[config.mk]
export PLATFORM = sky130hd
export DESIGN_NAME = ser_frame_gen
export DESIGN_NICKNAME = d
export VERILOG_FILES = /design/src/rtl/ser_frame_gen.sv
export SDC_FILE = /design/constraint.sdc
export NUM_CORES = 1
export LEC_CHECK = 0
export BUFFER_PORTS_ARGS = -buffer_cell sky130_fd_sc_hd__buf_2
export CAP_MARGIN = 10
export CORE_MARGIN = 2
export CORE_UTILIZATION = 35
export CTS_CLUSTER_DIAMETER = 30
export CTS_CLUSTER_SIZE = 28
export DETAILED_ROUTE_END_ITERATION = 8
export MAX_ROUTING_LAYER = met4
export PLACE_DENSITY = 0.6
export SETUP_SLACK_MARGIN = 0.5
export SLEW_MARGIN = 20
export SYNTH_ARGS = -nofsm -noshare
export SYNTH_HDL_FRONTEND = slang
export SYNTH_SLANG_ARGS = --single-unit
[constraint.sdc]
create_clock -name clk -period 5.06 [get_ports clk]
set_input_delay 0.506 -clock clk [delete_from_list [all_inputs] [get_ports clk]]
set_output_delay 0.506 -clock clk [all_outputs]
set_load 0.01 [all_outputs]
[src/rtl/ser_frame_gen.sv]
// Serial frame generator: sending end of the single-wire serial protocol.
// Latches a port/length/payload request and shifts one frame bit per clkEn
// strobe onto serOut. Frame: start '0', port[1:0] MSB first, len MSB first,
// then len payload bits starting at data[0]. Line idles high.
//
// Ports:
//   clk        system clock, all state on rising edge
//   rst        synchronous reset, active-low
//   clkEn      one-cycle bit-advance strobe
//   start      frame request, sampled while idle
//   port       destination port, latched on accepted start
//   len        payload bit count, latched on accepted start
//   data       payload, latched on accepted start, sent LSB first
//   serOut     serial line (registered)
//   busy       high from accepted start until return to idle
//   done       one-clk pulse when a frame completes
//   bits_left  payload bits not yet driven
module ser_frame_gen #(
  parameter int unsigned DATA_W = 16,
  parameter int unsigned LEN_W  = 4
) (
  input  logic              clk,
  input  logic              rst,
  input  logic              clkEn,
  input  logic              start,
  input  logic [1:0]        port,
  input  logic [LEN_W-1:0]  len,
  input  logic [DATA_W-1:0] data,
  output logic              serOut,
  output logic              busy,
  output logic              done,
  output logic [LEN_W-1:0]  bits_left
);

  // Field bit index; must hold at least the port index (1) and LEN_W-1.
  localparam int unsigned IdxW = (LEN_W <= 2) ? 1 : $clog2(LEN_W);

  localparam logic [2:0] StIdle  = 3'd0;
  localparam logic [2:0] StArmed = 3'd1;
  localparam logic [2:0] StStart = 3'd2;
  localparam logic [2:0] StPort  = 3'd3;
  localparam logic [2:0] StLen   = 3'd4;
  localparam logic [2:0] StData  = 3'd5;
  localparam logic [2:0] StStop  = 3'd6;

  logic [2:0]        state_q, state_d;
  logic [IdxW-1:0]   idx_q, idx_d;
  logic [1:0]        port_q, port_d;
  logic [LEN_W-1:0]  len_q, len_d;
  logic [DATA_W-1:0] shift_q, shift_d;
  logic [LEN_W-1:0]  bits_left_q, bits_left_d;
  logic              ser_q, ser_d;
  logic              busy_q, busy_d;
  logic              done_q, done_d;

  always_comb begin
    state_d     = state_q;
    idx_d       = idx_q;
    port_d      = port_q;
    len_d       = len_q;
    shift_d     = shift_q;
    bits_left_d = bits_left_q;
    ser_d       = ser_q;
    busy_d      = busy_q;
    done_d      = 1'b0;

    case (state_q)
      StIdle: begin
        ser_d = 1'b1;
        // The clkEn of the accepting cycle is deliberately ignored.
        if (start) begin
          port_d      = port;
          len_d       = len;
          shift_d     = data;
          bits_left_d = len;
          busy_d      = 1'b1;
          state_d     = StArmed;
        end
      end
      StArmed: begin
        if (clkEn) begin
          ser_d   = 1'b0;
          state_d = StStart;
        end
      end
      StStart: begin
        if (clkEn) begin
          ser_d   = port_q[1];
          idx_d   = IdxW'(1);
          state_d = StPort;
        end
      end
      StPort: begin
        if (clkEn) begin
          if (idx_q != '0) begin
            ser_d = port_q[0];
            idx_d = '0;
          end else begin
            ser_d   = len_q[LEN_W-1];
            idx_d   = IdxW'(LEN_W - 1);
            state_d = StLen;
          end
        end
      end
      StLen: begin
        if (clkEn) begin
          if (idx_q != '0) begin
            ser_d = len_q[idx_q - IdxW'(1)];
            idx_d = idx_q - IdxW'(1);
          end else if (len_q != '0) begin
            // Zeros shift in from the top, so bits beyond DATA_W go out as 0.
            ser_d       = shift_q[0];
            shift_d     = shift_q >> 1;
            bits_left_d = len_q - LEN_W'(1);
            state_d     = StData;
          end else begin
            ser_d   = 1'b1;
            state_d = StStop;
          end
        end
      end
      StData: begin
        if (clkEn) begin
          if (bits_left_q == '0) begin
            ser_d   = 1'b1;
            state_d = StStop;
          end else begin
            ser_d       = shift_q[0];
            shift_d     = shift_q >> 1;
            bits_left_d = bits_left_q - LEN_W'(1);
          end
        end
      end
      StStop: begin
        ser_d   = 1'b1;
        done_d  = 1'b1;
        busy_d  = 1'b0;
        state_d = StIdle;
      end
      default: begin
        ser_d   = 1'b1;
        busy_d  = 1'b0;
        state_d = StIdle;
      end
    endcase
  end

  always_ff @(posedge clk) begin
    if (!rst) begin
      state_q     <= StIdle;
      idx_q       <= '0;
      port_q      <= '0;
      len_q       <= '0;
      shift_q     <= '0;
      bits_left_q <= '0;
      ser_q       <= 1'b1;
      busy_q      <= 1'b0;
      done_q      <= 1'b0;
    end else begin
      state_q     <= state_d;
      idx_q       <= idx_d;
      port_q      <= port_d;
      len_q       <= len_d;
      shift_q     <= shift_d;
      bits_left_q <= bits_left_d;
      ser_q       <= ser_d;
      busy_q      <= busy_d;
      done_q      <= done_d;
    end
  end

  assign serOut    = ser_q;
  assign busy      = busy_q;
  assign done      = done_q;
  assign bits_left = bits_left_q;

endmodule

* After elaboration in Yosys (flattened, before gate mapping)
Cells that the tools add are included.
Word-level totals: register bits 34, input bits 26, output and inout bits 7, word-level logic and storage cells 91
Cells by class: $add $sub $neg 3, order comparisons 1, equality and inequality tests 18, multiplexer cells 46, bitwise logic cells 1, reductions and logical operators 13
Operators by type and width (number):
- $mux W16 | 6
- $pmux W16 S3 | 1
- $mux W3 | 9
- $mux W4 | 6
- $ne A2 B2 Y1 const B | 12
- $pmux W3 S6 | 1
- $mux W1 | 12
- $mux W2 | 6
- $pmux W4 S3 | 1
- $reduce_and A5 Y1 | 2
- $eq A3 B3 Y1 const B | 3
- $reduce_and A9 Y1 | 1
- $sub A4 B1 Y4 const B | 2
- $reduce_and A7 Y1 | 1
- $eq A3 B2 Y1 const B | 2
- $pmux W2 S3 | 1
- $reduce_bool A3 Y1 | 2
- $pmux W1 S5 | 1
- $reduce_or A5 Y1 | 1
- $logic_not A4 Y1 | 1
- $reduce_and A2 Y1 | 2
- $reduce_bool A4 Y1 | 1
- $eq A3 B1 Y1 const B | 1
- $logic_not A3 Y1 | 1
- other kinds (6) | 6

* Logic depth before layout (Yosys ltp)
Gate-level depths: netlist (run 1).
depth after elaboration 6, depth in mapped cells 9

* Least setup slack after synthesis (run 1)
No wires, ideal clock.
kind reg2reg, start reg idx_q[0], end reg state_q[0], library setup time 0.119 ns, data arrival time 1.950 ns, path slack 2.991 ns, cell stages (with the launch flop) 9, path buffers 1, period minus slack after synthesis 2.069 ns, cells stage by stage dfxtp_1 inv_1 ha_1 buf_2 nand2b_1 a221o_1 a221oi_2 nor3_1 o221a_2
Between the ends: word-level cells in the longest chain between the ends 3, elaborated cells between the ends (all ways) 4, classes of those cells 2 x eq/ne; 2 x reduce/logical
RTL lines:
- start, declared | line 47 | logic [IdxW-1:0] idx_q, idx_d;
- start signal, assigned | line 161 | idx_q <= idx_d;
- $reduce_bool A2 Y1 (*) | line 95, 107
- $ne A2 B2 Y1 (no line)
- $reduce_and A9 Y1 (no line) (*)
- end signal, assigned | line 150 | state_q <= StIdle;
- end signal, assigned | line 160 | state_q <= state_d;
- end, declared | line 46 | logic [2:0] state_q, state_d;
Mark *: on every way between the ends. The rest lies on a longest branch, timed or not. A chain may end at the register's enable or synchronous reset.

* Worst setup path in the final report (run 1)
start reg state_q[2], end reg bits_left_q[1] (netlist: bits_left[1])
Between the ends: word-level cells in the longest chain between the ends 3, elaborated cells between the ends (all ways) 12, classes of those cells 8 x eq/ne; 1 x mux; 3 x reduce/logical
RTL lines:
- $eq A3 B3 Y1 / $logic_not A3 Y1 (equally long branches) | line 67 | case (state_q)
- $ne A2 B2 Y1 (no line) / $reduce_bool A3 Y1 (equally long branches)
- $reduce_and A7 Y1 (no line)
- end signal, assigned | line 165 | bits_left_q <= bits_left_d;
- end, declared | line 51 | logic [LEN_W-1:0] bits_left_q, bits_left_d;
Several ways; a longest one is shown, not always the timed one.

==> results.toml, run 1 <==
[outcome]
outcome = "finished, final reports clean"

[floorplanning]
core_area_mm2 = 0.005439
die_w_um = 78.51
dieHeight_um = 78.51
io_pins = 33
initial_core_util_pct = 35.73
die-area_mm2 = 0.006164
fp-row-count = 27

[job]
maxCapViolations = 0

[synth]
syn_inst = 215
yosysUniqueCellTypes = 43
ys_warn_count = 0
synth_seq_area_share_pct = 35.03
ys_seq_elements = 34
synth_nets = 245
synth_area_per_cell_um2 = 9.038
synthesis.area_mm2 = 0.001943

[clock_network]
post_cts_resized = 0
cts_buffers = 5
clockBufferDepth = 2
clkLatencyLatePin_ns = 0.28
path_clk_slew_ns = 0.07
post-cts-setup-buffer-count = 0
cts_tree = "built"
cts_root_buffer = "clkbuf_8"
hold_buffers = 0
htreeDepth = 2
clock-sinks = 34

[setup_path]
cp-start-kind = "flop"
cp_max_fo = 39
rr_startpoint = "state_q[2]$_SDFFE_PN0P_"
required_ns = 5.24
rr_worst_depth = 5
path_cells = "inv_2 > or4_4 > a22oi_4 > mux2i_1 > nor2b_1"
cp_slowest_cell = "dfxtp_1"
r2r_end = "bits_left[1]$_SDFFE_PN0P_"
path_class = "reg -> reg"
slowest_delay_ns = 0.74
r2r_slack_ns = 2.43
critPathArrivalTime_ns = 2.81
cp-end-kind = "flop"

[grt]
grtUsageTotal_pct = 13.93
antenna_found_initial = 0
grt_pass1_wl_um = 6720
gr-total-overflow = 0
grt_pass1_vias = 1490
grt_start_max_net_pins = 40

[timing]
finalSetupViolCount = 0
setup-tns-final_ns = 0
hold_viol = 0
worst_pin_slew_ns = 0.8712
timing.final.crit_share_pct = 51.99
rsz0062_at_grt = "false"
finalMaxSlewViolations = 0
whs_ns = 0.4782
fin_crit_ns = 2.631
max-slew-margin-rel_pct = 41.92
fmax_mhz = 380.1
fin_worst_skew_ns = 0.005091

[placement]
port_buffers = 32
gp_routability_congestion = 0.7886
detailed_place_hpwl_um = 2634
dp.cells = 302

[power_and_ir_drop]
p_int_mw = 0.6530
switching_power_mw = 0.4061
p_sw_share_pct = 38.34
peakVddDrop_uv = 259.7
power.density_mw_per_mm2 = 479.3
p_clk_share_pct = 20.0
combPwrFrac_pct = 37.9
p_leak_nw = 0.9881
pwr-share-seq_pct = 42.2

[cells_and_area]
area_growth_pct = 13.72
fin_cells = 310
drive_gt1_share_pct = 21.43
fin_nets = 267
n_fill_cell = 550
num_antenna_cells = 0

[route]
drc = 0
first_pass_iters = 4
drt-initial-drc-count = 118
vias_per_cell = 5.174
ant_nets = 0
num_vias = 1604
drt_wl_total_um = 3918
wl_per_cell_um = 12.64

[hold_path]
min_to = "shift_q[15]$_SDFFE_PN0P_"
holdCritPathClass = "reg -> reg"
min-delay-start = "shift_q[15]$_SDFFE_PN0P_"
whs_path_depth = 2
-- registers in the layout (all words and copies together), names as in the netlist --
name / cells
serOut: 1
state_q: 3
busy: 1
bits_left: 4
idx_q: 2
done: 1
shift_q: 16
port_q: 2
len_q: 4
-- cell usage after synthesis --
master | n | area share [%]
mux2i_1 | 28 | 14
a21oi_1 | 12 | 3.1
nand2_1 | 27 | 5.2
a311o_1 | 2 | 1.0
mux4_2 | 1 | 1.2
buf_2 | 5 | 1.3
o221a_2 | 1 | 0.58
clkbuf_1 | 8 | 1.5
nor3b_1 | 1 | 0.39
nand3_1 | 6 | 1.5
a32o_1 | 1 | 0.52
inv_1 | 4 | 0.77
mux2_2 | 1 | 0.58
a31oi_1 | 2 | 0.64
buf_4 | 2 | 0.77
and3_1 | 2 | 0.64
inv_2 | 1 | 0.19
o32ai_1 | 1 | 0.45
buf_1 | 2 | 0.39
a22oi_4 | 1 | 1.1
dfxtp_1 | 34 | 35
nor4b_1 | 1 | 0.45
nor2_1 | 6 | 1.2
a221o_1 | 1 | 0.52
buf_6 | 2 | 1.2
a21o_1 | 1 | 0.39
o21ai_0 | 10 | 2.6
or4_1 | 1 | 0.39
nor2b_1 | 11 | 3.5
a221oi_2 | 1 | 0.77
nand3b_1 | 2 | 0.77
a21boi_1 | 1 | 0.39
nand2b_1 | 3 | 0.97
o31a_1 | 1 | 0.45
o211ai_1 | 3 | 1.2
or4_4 | 1 | 0.58
o31ai_1 | 1 | 0.39
nor3_1 | 5 | 1.3
xnor2_1 | 1 | 0.45
ha_1 | 4 | 2.6
nor4_2 | 1 | 0.64
o211a_1 | 15 | 7.7
o22ai_1 | 1 | 0.32
-- critical path: cells and delay by family (launching register included) --
family / cells / cell delay (ns)
buffers and inverters: 1 / 0.15
and+or+nand+nor: 2 / 0.64
muxes: 1 / 0.26
AOI/OAI and AO/OA: 1 / 0.73
DFF: 1 / 0.74
-- final cells by class --
cell class / instances / area, um2 / area share, %
Clock buffer: 6 / 82.58 / 3.737
Timing Repair Buffer: 34 / 175.2 / 7.928
Sequential cell: 34 / 680.7 / 30.80
Clock inverter: 2 / 12.51 / 0.5663
Multi-Input combinational cell: 157 / 1150 / 52.04
Inverter: 5 / 18.77 / 0.8494
Tap cell: 72 / 90.09 / 4.077
-- power groups by stage --
| stage | registers, mW | logic (mW) | clock network, mW |
|---|---|---|---|
| after floorplan | 0.409 | 0.377 | 0 |
| after global placement | 0.451 | 0.399 | 0 |
| after detailed placement | 0.450 | 0.402 | 0 |
| after CTS | 0.445 | 0.404 | 0.219 |
| after global routing | 0.462 | 0.457 | 0.230 |
| final | 0.447 | 0.401 | 0.211 |
-- placed cells by master (no fill, tap or decap), types with 2 or more instances in the layout --
master,synthesis,routed
mux2i_1,28,28
and3_1,2,2
dfxtp_1,34,34
a21oi_1,12,12
nand2b_1,3,3
nor3_1,5,5
buf_2,5,32
o211ai_1,3,3
o211a_1,15,15
nor2_1,6,6
buf_4,2,2
nand3_1,6,6
nand2_1,27,27
a31oi_1,2,2
nand3b_1,2,2
a311o_1,2,2
nor2b_1,11,11
ha_1,4,4
inv_1,4,4
o21ai_0,10,10
clkbuf_8,0,6
-- routing by layer --
metal | wire (um) | up-vias | GRT usage [%]
met5 | 0 | - | -
met1 | 1969 | 745 | 17.58
met2 | 1768 | 26 | 21.79
li1 | - | 828 | -
met3 | 125 | 5 | 3.448
met4 | 55 | 0 | 4.737
-- per-stage QoR --
stage | instance area (um2) | power (mW) | util, % | setup WS, ns
floorplan | 1943 | 0.7866 | - | 2.991
global placement | 2115 | 0.8500 | 38.88 | 2.454
detailed placement | 2115 | 0.8526 | 38.88 | 2.451
CTS | 2210 | 1.068 | 40.63 | 2.437
global route | 2210 | 1.149 | 40.63 | 2.178
finish | 2210 | 1.059 | 40.63 | 2.429
-- cells by family (layout without fill, tap and decap cells) --
kind of cell | after synthesis | count (layout) | synth area share, %
muxes | 30 | 30 | 16.16
xor gates and xnor gates | 1 | 1 | 0.4508
and+or+nand+nor | 67 | 67 | 17.58
DFF | 34 | 34 | 35.03
AOI/OAI and AO/OA | 55 | 55 | 22.09
adders and majority gates | 4 | 4 | 2.576
buffers and inverters | 24 | 47 | 6.116
-- how the worst max path moves through the flow --
stage	startpoint	endpoint	slack, ns
6_report	state_q[2]$_SDFFE_PN0P_	bits_left[1]$_SDFFE_PN0P_	2.43
5_1_grt	state_q[2]$_SDFFE_PN0P_	bits_left[1]$_SDFFE_PN0P_	2.18
4_1_cts	state_q[2]$_SDFFE_PN0P_	bits_left[1]$_SDFFE_PN0P_	2.44
3_5_place_dp	state_q[2]$_SDFFE_PN0P_	bits_left[1]$_SDFFE_PN0P_	2.45
3_3_place_gp	state_q[2]$_SDFFE_PN0P_	bits_left[1]$_SDFFE_PN0P_	2.45
2_1_floorplan	idx_q[0]$_SDFFE_PN0P_	state_q[0]$_SDFFE_PN0P_	2.99
No activity file was read; power rests on OpenSTA's default activity.
==> run 2: changes to the inputs <==
clock period = 2.7 ns   (was 5.06 ns; I/O delays follow)
==> results.toml, run 2 (synthesis results as in run 1) <==
[outcome]
outcome = "finished, final reports clean"

[floorplanning]
die-area_mm2 = 0.006164
die_w_um = 78.51
core_area_mm2 = 0.005439
io_pins = 33
initial_core_util_pct = 35.73
fp-row-count = 27
dieHeight_um = 78.51

[setup_path]
cp_max_fo = 11
required_ns = 2.87
crit_start = "idx_q[0]$_SDFFE_PN0P_"
path_buf_inv = 1
cp_slowest_cell = "dfxtp_2"
cp-end-kind = "flop"
slowest_delay_ns = 0.37
critPathArrivalTime_ns = 2.19
rr_startpoint = "idx_q[0]$_SDFFE_PN0P_"
path_cells = "inv_1 > ha_2 > nand2b_1 > a221o_1 > a221oi_4 > nor3_1 > o221a_2"
cp-start-kind = "flop"
crit_family = "compound AO/OA/AOI/OAI gates"
path_class = "reg -> reg"

[timing]
hold_viol = 0
timing.final.crit_share_pct = 74.66
worst_slack_ns = 0.6843
finalSetupViolCount = 0
max-slew-margin-rel_pct = 56.03
fin_crit_ns = 2.016
setup-tns-final_ns = 0
finalMaxSlewViolations = 0
fmax_mhz = 496.1
worst_pin_slew_ns = 0.6595
fin_worst_skew_ns = 0.007708
rsz0062_at_grt = "false"

[power_and_ir_drop]
pwr-share-seq_pct = 40.6
p_clk_share_pct = 17.2
p_sw_share_pct = 38.22
switching_power_mw = 0.7911
combPwrFrac_pct = 42.2
peakVddDrop_uv = 455.7
p_leak_nw = 1.013
p_int_mw = 1.279
power.density_mw_per_mm2 = 913.5

[route]
vias_per_cell = 5.195
ant_nets = 0
num_vias = 1626
drt_wl_total_um = 4204
first_pass_iters = 4
drt-initial-drc-count = 106
wl_met2_um = 1948
drc = 0
wl_per_cell_um = 13.43
routedLengthMet1_um = 2017
wl_met3_um = 178
top_layer = "met4"

[cells_and_area]
regMostFlops = "shift_q"
largest_reg_flops = 16
layout_commonest_cell = "buf_2"
fin_nets = 271
area_growth_pct = 16.61
final_area_mm2 = 0.002266
num_antenna_cells = 0
n_fill_cell = 534
final_util_pct = 41.66
drive_gt1_share_pct = 24.07
final_cell_mix = "buf_2, dfxtp_1, mux2i_1, nand2_1, o211a_1"

[clock_network]
clockBufferDepth = 2
hold_buffers = 0
clock-sinks = 34
cts_root_buffer = "clkbuf_8"
path_clk_slew_ns = 0.07
clkLatencyLatePin_ns = 0.29
cts_tree = "built"
htreeDepth = 2
cts_buffers = 5

[hold_path]
holdCritPathClass = "in -> reg"
min-delay-start = "port[1]"

[grt]
antenna_found_initial = 0
grt_start_max_net_pins = 39
grtUsageTotal_pct = 14.27
grt_pass1_vias = 1499
grt_pass1_wl_um = 6810
gr-total-overflow = 0

[job]
maxCapViolations = 0

[placement]
port_buffers = 32
detailed_place_hpwl_um = 2718
gp_routability_congestion = 0.7484
place_area_mm2 = 0.002142
place_ws_ns = 0.4090
[run 2: changes by cell type in the layout (fill, tap and decap cells not counted), sizes merged]
cell,delta
buf,+4
clkbuf,-1
clkinv,+1
clkinvlp,-1
[run 2: power by group through the flow]
stage / combinational [mW] / clock [mW] / sequential [mW]
5_1_grt: 0.963 / 0.391 / 0.861
6_report: 0.873 / 0.357 / 0.840
3_3_place_gp: 0.789 / 0 / 0.843
2_1_floorplan: 0.707 / 0 / 0.767
3_5_place_dp: 0.802 / 0 / 0.844
4_1_cts: 0.868 / 0.370 / 0.835
[run 2: per-layer routing]
layer / track usage, % / vias to the layer above
met1: 18.05 / 755
li1: - / 831
met5: - / -
met2: 21.20 / 35
met3: 3.908 / 5
met4: 6.491 / 0
[run 2: worst paths after layout]
kind	slack, ns	cells past startpoint	end
setup reg to reg	0.68	7	state_q[0]$_SDFFE_PN0P_
setup / recovery	0.68	7	state_q[0]$_SDFFE_PN0P_
hold reg to reg	0.47	2	shift_q[15]$_SDFFE_PN0P_
hold / removal	0.24	3	port_q[1]$_SDFFE_PN0P_
[run 2: metrics by stage]
stage,hold slack (ns),std cells,power (mW)
3_5_place_dp,0.4609,304,1.646
4_1_cts,0.2365,313,2.073
6_report,0.2411,313,2.070
3_3_place_gp,0.4543,304,1.631
5_1_grt,0.2447,313,2.215
2_1_floorplan,0.4345,215,1.474
[run 2: cell type report]
| cell class | instances | area (um2) | share of cell area [%] |
|---|---|---|---|
| clock buffer | 5 | 68.82 | 3.037 |
| clock inverter | 2 | 10.01 | 0.4417 |
| sequential | 34 | 684.4 | 30.20 |
| timing repair buffer | 38 | 230.2 | 10.16 |
| multi-input combinational | 157 | 1164 | 51.35 |
| tap | 72 | 90.09 | 3.976 |
| inverter | 5 | 18.77 | 0.8283 |
[run 2: worst reg2reg max path, delay by kind of cell (launching register included)]
family | cells | cell delay [ns]
AO/OA/AOI/OAI | 3 | 0.97
adder cells (fa/ha/maj) | 1 | 0.25
buffers and inverters | 1 | 0.07
flip-flops | 1 | 0.37
AND/OR/NAND/NOR | 2 | 0.25
[run 2: repair_timing]
action                                  in CTS  in global routing
pin swaps                                    1                  1
buffers inserted                             2                  0
gates cloned                                 0                  0
endpoints found under the setup margin      13                 22
gates resized for setup                      1                  4
==> run 3: changes to the inputs <==
ABC_AREA = 1   (was unset)
PLACE_DENSITY = 0.62   (was 0.6)
clock period = 1.7 ns   (was 2.7 ns; I/O delays follow)
==> results.toml, run 3 <==
[timing]
hold_viol = 0
timing.final.crit_share_pct = 91.85
rsz0062_at_grt = "true"
fin_worst_skew_ns = 0.005720
max-slew-margin-rel_pct = 82.21
fmax_mhz = 640.4
fin_crit_ns = 1.561
finalSetupViolCount = 0
worst_pin_slew_ns = 0.2668
finalMaxSlewViolations = 0
setup-tns-final_ns = 0

[synth]
syn_inst = 298
ys_warn_count = 0
synth_top_area_cell = "dfxtp_1"
synth.most_common_cell = "nand2_1"
synth_seq_area_share_pct = 35.32
yosysUniqueCellTypes = 29
synth.area.top_cells = "dfxtp_1, nand2_1, a21oi_1, o21ai_0, nor2_1"
synth_common_cells = "nand2_1, a21oi_1, dfxtp_1"
yosysTopAreaCellShare_pct = 35.32
ys_async_sr_fraction_pct = 0
ys_seq_elements = 34
synth_area_per_cell_um2 = 6.466
ys.flop_type = "dfxtp_1"
synthesis.area_mm2 = 0.001927
synth_nets = 328
synth_edf_count = 0

[grt]
antenna_found_initial = 0
grt_start_max_net_pins = 22
grt_pass1_wl_um = 9377
gr-total-overflow = 0
grt_pass1_vias = 1989
grtUsageTotal_pct = 20.04

[job]
maxCapViolations = 0

[clock_network]
cts_buffers = 5
clkLatencyLatePin_ns = 0.29
hold_buffers = 0
path_clk_slew_ns = 0.07
cts_tree = "built"
clockBufferDepth = 2
cts_root_buffer = "clkbuf_8"
clock-sinks = 34
htreeDepth = 2

[route]
num_vias = 2204
ant_nets = 0
vias_per_cell = 4.942
first_pass_iters = 4
drt-initial-drc-count = 114
drt_wl_total_um = 6228
drc = 0
wl_per_cell_um = 13.96

[cells_and_area]
num_antenna_cells = 0
fin_nets = 403
final_cell_mix = "nand2_1, buf_4, buf_2, dfxtp_1, a21oi_1"
fin_cells = 446
n_fill_cell = 513
drive_gt1_share_pct = 45.45
layout_commonest_cell = "nand2_1"
area_growth_pct = 50.65
largest_reg_flops = 16
regMostFlops = "shift_q"

[setup_path]
slowest_delay_ns = 0.40
cp_slowest_cell = "dfxtp_4"
cp_max_fo = 8
cp-end-kind = "flop"
crit_family = "simple AND/OR/NAND/NOR gates"
path_cells = "nor2_4 > nand2_2 > o21ai_2 > inv_2 > nand3_4 > buf_6 > nand2_1 > a21oi_2"
path_class = "reg -> reg"
cp-start-kind = "flop"
path_buf_inv = 2
cp.depth = 8
rr_worst_depth = 8
critPathArrivalTime_ns = 1.79
required_ns = 1.93

[outcome]
outcome = "finished, final reports clean"

[hold_path]
whs_path_depth = 3
holdCritPathClass = "in -> reg"

[placement]
port_buffers = 32
dp.cells = 398
detailed_place_hpwl_um = 3555
gp_routability_congestion = 0.9387

[floorplanning]
initial_core_util_pct = 35.65
core_area_mm2 = 0.005405
die-area_mm2 = 0.006114
die_w_um = 78.20
io_pins = 33
fp-row-count = 27
dieHeight_um = 78.20

[power_and_ir_drop]
power.density_mw_per_mm2 = 1656
peakVddDrop_uv = 816.8
p_leak_nw = 1.324
[run 3: cell count changes in the layout (fill, tap and decap cells not counted), moves of 10 or more]
| cell | delta |
|---|---|
| nand2_1 | +66 |
| buf_4 | +29 |
| mux2i_1 | -28 |
| nand2_2 | +20 |
| o211a_1 | -15 |
| buf_6 | +14 |
| a21oi_2 | +12 |
| nor2b_1 | -11 |
| a21oi_1 | +10 |
| nor2_1 | +10 |
[run 3: worst min-delay path, delay by kind of cell]
family	cells	cell delay (ns)
buffers and inverters	1	0.10
AO/OA/AOI/OAI	1	0.05
AND/OR/NAND/NOR	1	0.05
[run 3: cell type report]
type / instances / area [um2] / area share (%)
clock buffer: 6 / 82.58 / 2.845
clock inverter: 2 / 12.51 / 0.4310
inverter: 22 / 107.6 / 3.707
multi-input combinational: 230 / 1340 / 46.16
sequential: 34 / 695.7 / 23.97
tap: 72 / 90.09 / 3.103
timing repair buffer: 79 / 565.5 / 19.48
timing repair inverter: 1 / 8.758 / 0.3017
[run 3: final timing paths]
kind	startpoint	end	slack, ns
min	port[1]	port_q[1]$_SDFFE_PN0P_	0.12
max	state_q[1]$_SDFFE_PN0P_	shift_q[3]$_SDFFE_PN0P_	0.14
max reg2reg	state_q[1]$_SDFFE_PN0P_	shift_q[3]$_SDFFE_PN0P_	0.14
min reg2reg	shift_q[5]$_SDFFE_PN0P_	shift_q[5]$_SDFFE_PN0P_	0.46
[run 3: what timing repair did]
action                                  CTS  global route
cloned                                    3             0
endpoints found under the setup margin   33            33
gates resized for setup                  52            44
pin swaps                                20            31
buffers inserted                         25            12
[run 3: per-layer routing]
layer | share of wire, % | GRT usage, % | vias to the layer above
li1 | - | - | 1106
met3 | 5.8 | 7.011 | 23
met5 | 0 | - | -
met2 | 48 | 31.98 | 76
met4 | 3.5 | 7.193 | 0
met1 | 42 | 23.47 | 999
[run 3: where the power goes]
part | total [mW] | internal (mW) | switching [mW] | leakage, nW
registers | 1.32 | 1.09 | 0.237 | 0.283
clock network | 0.644 | 0.326 | 0.319 | 0.0472
logic | 2.84 | 1.23 | 1.61 | 0.993
total | 4.81 | 2.64 | 2.16 | 1.32
[run 3: through the flow]
stage	setup slack (ns)	power (mW)	util [%]	hold WS, ns	cell area [um2]
final	0.1385	4.806	53.70	0.1227	2903
after global routing	0.1143	5.148	53.70	0.1323	2903
after CTS	0.2709	4.322	49.49	0.1277	2675
after detailed placement	0.1126	3.034	40.86	0.4501	2208
after global placement	0.1266	3.021	40.86	0.4414	2208
after floorplan	0.2972	2.698	-	0.3084	1999
[run 3: kinds of logic after synthesis]
| logic type | Yosys count | synth area share [%] |
|---|---|---|
| compound gates | 58 | 15.58 |
| xor+xnor | 1 | 0.4546 |
| fa+ha+maj | 4 | 2.598 |
| buf+inv | 36 | 9.350 |
| flops | 34 | 35.32 |
| simple gates | 165 | 36.69 |
